### src/rtl/sram_fifo_ctrl.sv
// sram_fifo_ctrl: first-word-fall-through queue built on one simple dual-port SRAM.
// The SRAM registered read port is the output stage, so out_data is wired straight
// from sram_rdata and only held by not issuing a new read while the consumer stalls.
// Total capacity is depth + 1: depth entries in the array plus the one parked on
// the read port.
module sram_fifo_ctrl #(
    parameter int SRAM_DEPTH_BIT = 6,
    parameter int SRAM_WIDTH     = 28
) (
    input  logic                      clk,
    input  logic                      rst,
    input  logic                      flush,
    input  logic                      push,
    input  logic [SRAM_WIDTH-1:0]     push_data,
    output logic                      full,
    output logic                      out_valid,
    input  logic                      out_ready,
    output logic [SRAM_WIDTH-1:0]     out_data,
    output logic [SRAM_DEPTH_BIT:0]   count,
    output logic                      overflow,
    output logic                      underflow,
    output logic [SRAM_DEPTH_BIT-1:0] sram_addr_w,
    output logic [SRAM_DEPTH_BIT-1:0] sram_addr_r,
    output logic                      sram_write_en,
    output logic                      sram_read_en,
    output logic [SRAM_WIDTH-1:0]     sram_wdata,
    input  logic [SRAM_WIDTH-1:0]     sram_rdata
);

    localparam logic [SRAM_DEPTH_BIT:0] DEPTH_CNT = (SRAM_DEPTH_BIT+1)'(1 << SRAM_DEPTH_BIT);

    logic [SRAM_DEPTH_BIT-1:0] wptr;
    logic [SRAM_DEPTH_BIT-1:0] rptr;
    logic [SRAM_DEPTH_BIT:0]   scnt;
    logic                      write_en;
    logic                      read_en;

    // Array occupancy drives full; the output slot never counts toward it, so a
    // pop while full cannot make room for a same-cycle push.
    always_comb begin
        full     = (scnt == DEPTH_CNT);
        write_en = push & ~full & ~flush;
        // Read only when something is committed in the array and the output slot
        // is empty or being drained this cycle.
        read_en  = (scnt != '0) & (~out_valid | out_ready) & ~flush;
    end

    assign sram_write_en = write_en;
    assign sram_read_en  = read_en;
    assign sram_addr_w   = wptr;
    assign sram_addr_r   = rptr;
    assign sram_wdata    = push_data;
    assign out_data      = sram_rdata;
    assign count         = scnt + {{SRAM_DEPTH_BIT{1'b0}}, out_valid};

    // Pointer, occupancy, output-slot and sticky error flag updates.
    always_ff @(posedge clk or posedge rst) begin
        if (rst) begin
            wptr      <= '0;
            rptr      <= '0;
            scnt      <= '0;
            out_valid <= 1'b0;
            overflow  <= 1'b0;
            underflow <= 1'b0;
        end else if (flush) begin
            wptr      <= '0;
            rptr      <= '0;
            scnt      <= '0;
            out_valid <= 1'b0;
            overflow  <= 1'b0;
            underflow <= 1'b0;
        end else begin
            if (write_en) wptr <= wptr + 1'b1;
            if (read_en)  rptr <= rptr + 1'b1;
            case ({write_en, read_en})
                2'b10:   scnt <= scnt + 1'b1;
                2'b01:   scnt <= scnt - 1'b1;
                default: scnt <= scnt;
            endcase
            out_valid <= read_en | (out_valid & ~out_ready);
            overflow  <= overflow | (push & full);
            underflow <= underflow | (out_ready & ~out_valid);
        end
    end

endmodule

### config.mk
export PLATFORM = sky130hd
export DESIGN_NAME = sram_fifo_ctrl
export DESIGN_NICKNAME = d
export VERILOG_FILES = /design/src/rtl/sram_fifo_ctrl.sv
export SDC_FILE = /design/constraint.sdc
export NUM_CORES = 1
export LEC_CHECK = 0
export CELL_PAD_IN_SITES_DETAIL_PLACEMENT = 1
export CELL_PAD_IN_SITES_GLOBAL_PLACEMENT = 1
export CORE_UTILIZATION = 20
export CTS_CLUSTER_SIZE = 20
export DETAILED_ROUTE_END_ITERATION = 10
export PLACE_DENSITY = 0.86
export SLEW_MARGIN = 15
export SYNTH_ARGS = -nofsm -noshare
export SYNTH_HDL_FRONTEND = slang
export SYNTH_SLANG_ARGS = --single-unit
export TNS_END_PERCENT = 10
### constraint.sdc
create_clock -name clk -period 2.9 [get_ports clk]
set_input_delay 0.87 -clock clk [delete_from_list [all_inputs] [get_ports clk]]
set_output_delay 0.87 -clock clk [all_outputs]
set_load 0.01 [all_outputs]
Yosys cells after proc, flatten, opt, wreduce, memory -nomap -nowiden

Index checks and enable logic that the tools add are counted.

Bits in read-only memories: 0
Logic and storage cells: 42
Bits in latches: 0
Memories: 0
Register bits: 22
Memory bits (writable): 0

Order comparisons: 0
Divide/modulo/power cells: 0
Multipliers: 0
Bitwise logic cells: 15
Shift operators: 0
Equal/unequal tests: 3
Reduce and logical (&&, ||, !) cells: 4
Muxes and demuxes: 9
$add $sub $neg: 5

Operator list:

| kind                                                               | count |
|---|---|
| 6-bit 2-to-1 mux                                                   | 4 |
| 7-bit one-hot mux with 2 select lines                              | 1 |
| 6-bit by 1-bit adder with 6-bit output, second input constant      | 2 |
| 7-bit by 1-bit adder with 7-bit output                             | 1 |
| 7-bit by 1-bit adder with 7-bit output, second input constant      | 1 |
| 1-bit AND                                                          | 7 |
| 7-bit == test, second input constant                               | 1 |
| 7-bit 2-to-1 mux                                                   | 1 |
| 7-bit nonzero test                                                 | 1 |
| 7-bit by 1-bit subtractor with 7-bit output, second input constant | 1 |
| 1-bit inverter                                                     | 4 |
| 1-bit OR                                                           | 4 |
| 2-bit nonzero test                                                 | 2 |
| 1-bit 2-to-1 mux                                                   | 3 |
| 3-bit nonzero test                                                 | 1 |
| 2-bit by 1-bit == test with 1-bit output, second input constant    | 1 |
| 2-bit == test, second input constant                               | 1 |

Longest topological paths before layout

Depth after elaboration: 7
Depth in mapped cells: 10
Gate-level depth less buffers: 10

Least setup slack after synthesis

OpenSTA, ideal clock, no wires.

Path type: input to register
Start: input out_ready
End: register scnt[6]
Arrival: 2.993 ns
Slack: -0.218 ns
Library setup time: 0.125 ns
Stages on the path: 9
Path through: nand2b_1 > o21ai_1 > a211oi_1 > ha_1 > a211oi_1 > o21bai_1 > a21oi_1 > a211oi_1 > a2111oi_0

Cells in the longest elaborated chain, start to end: 6

Ends and longest elaborated chain:

| item                                                                             | RTL line | source |
|---|---|---|
| start: declaration                                                               | 17       | `input logic out_ready,` |
| 1-bit OR *                                                                       | 45       | `read_en = (scnt != '0) & (~out_valid \| out_ready) & ~flush;` |
| 1-bit AND * (2 in series)                                                        | 45       |  |
| 2-bit by 1-bit == test with 1-bit output / 2-bit == test (equally long branches) | 75       | `case ({write_en, read_en})` |
| 7-bit one-hot mux with 2 select lines                                            | 75       |  |
| 7-bit 2-to-1 mux                                                                 | 65       | `end else if (flush) begin` |
| end signal: assignment                                                           | 76       | `2'b10: scnt <= scnt + 1'b1;` |
| end signal: assignment                                                           | 77       | `2'b01: scnt <= scnt - 1'b1;` |
| end signal: assignment                                                           | 78       | `default: scnt <= scnt;` |
| end: declaration                                                                 | 34       | `logic [SRAM_DEPTH_BIT:0] scnt;` |

Every way passes the cells marked *; elsewhere a longest branch is shown, timed or not.
A chain may end at the register's enable or synchronous reset.

Worst setup path in the final report

Start: register scnt[0]
End: register scnt[6]

Cells in the longest elaborated chain, start to end: 7

Ends and longest elaborated chain:

| item                                                                             | RTL line | source |
|---|---|---|
| 7-bit == test                                                                    | 41       | `full = (scnt == DEPTH_CNT);` |
| 1-bit inverter                                                                   | 42       | `write_en = push & ~full & ~flush;` |
| 1-bit AND (2 in series)                                                          | 42       |  |
| 2-bit by 1-bit == test with 1-bit output / 2-bit == test (equally long branches) | 75       |  |
| 7-bit one-hot mux with 2 select lines                                            | 75       |  |
| 7-bit 2-to-1 mux                                                                 | 65       |  |

Several ways; a longest one is shown, not always the timed one.

==> run_results.csv <==
group,metric,value,unit
die,ios,142,
finish,fillCellCount,964,
clocking,cts.clk_slew.worst_paths,0.09,ns
synth,ys_seq_elements,22,
synth,ys_seq_area_share,30.5,%
critical_path,crit_family,"compound AO/OA/AOI/OAI gates",
synth,synth.top_cell.area_share,30.5,%
timing,max_freq,349,MHz
synth,syn_area_per_cell,9.11,µm²
placement,hpwl,3.40,mm
finish,syn2layout_area_growth,21.2,%
timing,min_period_over_period,98.9,%
clocking,cts_num_sinks,22,
global_routing,antenna_found_initial,0,
die,dieArea,9400,µm²
global_routing,grt_overflow_total,0,
global_routing,track_usage,9.75,%
timing,relSlewSlack,70.0,%
timing,period_minus_slack,2.87,ns
pwr,fin_total_pwr,2250,µW
synth,ys.flop_type,"dfrtp_1",
detailed_routing,drt_first_iter_violations,71,
finish,fin_cells,313,
clocking,cts_root_buf,"clkbuf_8",
clocking,holdBufCountCts,0,
clocking,insertion_delay,0.27,ns
critical_path,cp_max_fo,4,
timing,setup_viol,0,
critical_path,start_kind,"register",
synth,synth_area,1800,µm²
run_status,run_status,"finished clean",
synth,syn_nets,269,
timing,skew,0.00417,ns
finish,drive_above_1_share,27.3,%
synth,yosysTopAreaCell,"dfrtp_1",
die,initial_core_util,20.7,%
critical_path,critPathArrivalTime,3.01,ns
synth,synth-simple-area-share,13.1,%
synth,synth_top_family_by_area,"buffers and inverters",
synth,synth_cells,198,
flow_run,maxCapViolCount,0,
synth,synth.distinct_cells,33,
synth,yosysMostFrequentCell,"buf_4",
critical_path,end_kind,"register",
critical_path,cpMostUsedCell,"buf_4",
die,core_area,8720,µm²
global_routing,grt_pass1_wl,7.49,mm
detailed_routing,drtPass1Iterations,4,
timing,rsz0062_at_grt,"true",
hold_path,hold_class,"register to register",
synth,synthMuxAreaShare,2.78,%
clocking,cts_tree,"built",
finish,final_core_util,25.1,%
synth,synth_area_leaders,"dfrtp_1 (31%), buf_4 (23%), ha_1 (6.2%)",
detailed_routing,wl,4.60,mm
detailed_routing,drc,0,
critical_path,slowest_delay,0.46,ns
global_routing,grt_max_degree,23,
critical_path,required,3.05,ns
critical_path,critical_path.slowest_cell,"dfrtp_2",
critical_path,critPathBufInv,2,
synth,async_flop_share,100,%
placement,portBuffers,29,
placement,place_inst,303,
placement,gp_congestion,0.808,
detailed_routing,wire_per_inst,14.7,µm
synth,yosys_warnings,0,
timing,worstMarginPinSlew,0.450,ns
die,die_w,96.9,µm
finish,regArea,553,µm²
synth,synth_compound_area_share,11.2,%
die,fp.dieH,96.9,µm
synth,synth-edff-count,0,
synth,synth-xor-area-share,9.72,%
die,rows,34,
synth,synth.top_cells.by_count,"buf_4 (56), dfrtp_1 (22), nor2_1 (21), xor2_1 (12), ha_1 (9)",
pwr,p_leak,0.00107,µW
detailed_routing,vias,1378,
detailed_routing,via_per_inst,4.40,
critical_path,cp_cell_sequence,"nor4_4, nand2_2, o21ai_4, a211oi_4, buf_4, buf_4, ha_1, o21ai_0, o21bai_1, a21oi_2, and3_1, a2111oi_1",
clocking,clk_path_buf_depth,2,
clocking,numCtsBuffers,3,
pwr,ir_worst_vdd,0.219,mV
pwr,power_density,1030,nW/µm²
finish,multi_input_area,857,µm²
timing,slew_violations,0,
synth,synthAdderAreaFrac,7.36,%
global_routing,first_global_vias,1527,
critical_path,path_class,"register to register",
detailed_routing,antenna_left,0,
finish,final_nets,277,
clocking,h-tree-depth,1,
timing,hold_viol,0,
finish,antenna_cells,0,
[per-layer routing]
metal,vias to the layer above,wire (µm),global-route usage (%)
li1,622,-,-
met1,708,1820,10.9
met2,34,2430,17.4
met3,14,243,2.24
met4,0,101,4.48
met5,-,0,0
[tightest hold or removal path, delay by kind of cell (launching register included)]
kind,cells,cell delay [ns]
simple gates,1,0.09
compound gates,1,0.05
flops,1,0.37
[cell type report]
| class | instances | share of cell area, % |
|---|---|---|
| multi-input combinational | 111 | 39.2 |
| timing repair buffer | 64 | 25.4 |
| sequential | 22 | 25.3 |
| tap | 108 | 6.18 |
| clock buffer | 3 | 1.89 |
| clock inverter | 1 | 1.37 |
| inverter | 4 | 0.687 |
[registers in the layout, summed over array words and instances, names as in the netlist]
signal       cells
out_valid        1
overflow         1
scnt             7
sram_addr_r      6
sram_addr_w      6
underflow        1
[what timing repair did]
action / CTS / global route
pin swaps: 5 / 4
buffers inserted: 3 / 3
resized for setup: 15 / 10
setup endpoints to repair: 7 / 7
[power by group]
group          internal (µW)  switching [µW]  total [µW]
clock network            185             114         299
registers                378            99.7         478
logic                    753             720        1470
[logic make-up (layout without fill, tap and decap cells)]
kind of cell	Yosys count	count (layout)
XOR/XNOR	20	20
adder cells (fa/ha/maj)	10	10
AND/OR/NAND/NOR	48	48
multiplexers	5	5
AO/OA/AOI/OAI	28	28
flip-flops	22	22
buffers and inverters	65	72
[placed cells by master, fill, tap and decap left out, types with 2 or more instances in the layout]
cell / netlist / final
clkdlybuf4s50_1: 0 / 21
nand4_1: 4 / 4
dlymetal6s2s_1: 0 / 4
a21oi_2: 1 / 2
and3_1: 4 / 4
xnor2_1: 8 / 8
mux2i_1: 5 / 5
o21bai_1: 2 / 2
dfrtp_2: 0 / 2
dlygate4sd2_1: 0 / 3
o21ai_0: 2 / 2
xor2_1: 12 / 12
ha_1: 9 / 9
nor2_1: 21 / 20
nand2_1: 7 / 6
buf_4: 56 / 35
a31oi_1: 3 / 3
dfrtp_1: 22 / 20
a21oi_1: 8 / 7
nand3_1: 6 / 5
clkbuf_8: 0 / 3
inv_1: 4 / 3
a211oi_2: 0 / 2
a21o_1: 3 / 3
[path summary, 6_finish.rpt]
path                            startpoint             end  slack (ns)  depth (start not counted)
worst max-delay path               scnt[0]         scnt[6]        0.03                         12
max in group asynchronous              rst         scnt[0]        1.71                          3
worst min-delay path             underflow       underflow        0.55                          2
worst max register to register     scnt[0]         scnt[6]        0.03                         12
worst min register to register   underflow       underflow        0.55                          2
min in group asynchronous              rst  sram_addr_r[2]        0.93                          3
[through the flow]
stage          setup TNS, ns  area, µm²  hold slack (ns)  worst slack [ns]
5_1_grt              -0.0942       2190            0.610           -0.0942
3_3_place_gp           -2.15       2010            0.482            -0.489
3_5_place_dp           -2.73       2010            0.534            -0.635
6_report                   0       2190            0.547            0.0331
4_1_cts              -0.0882       2140            0.554           -0.0793
2_1_floorplan              0       1810            0.526            0.0384
Note: power is estimated with default switching activity, not from simulation.
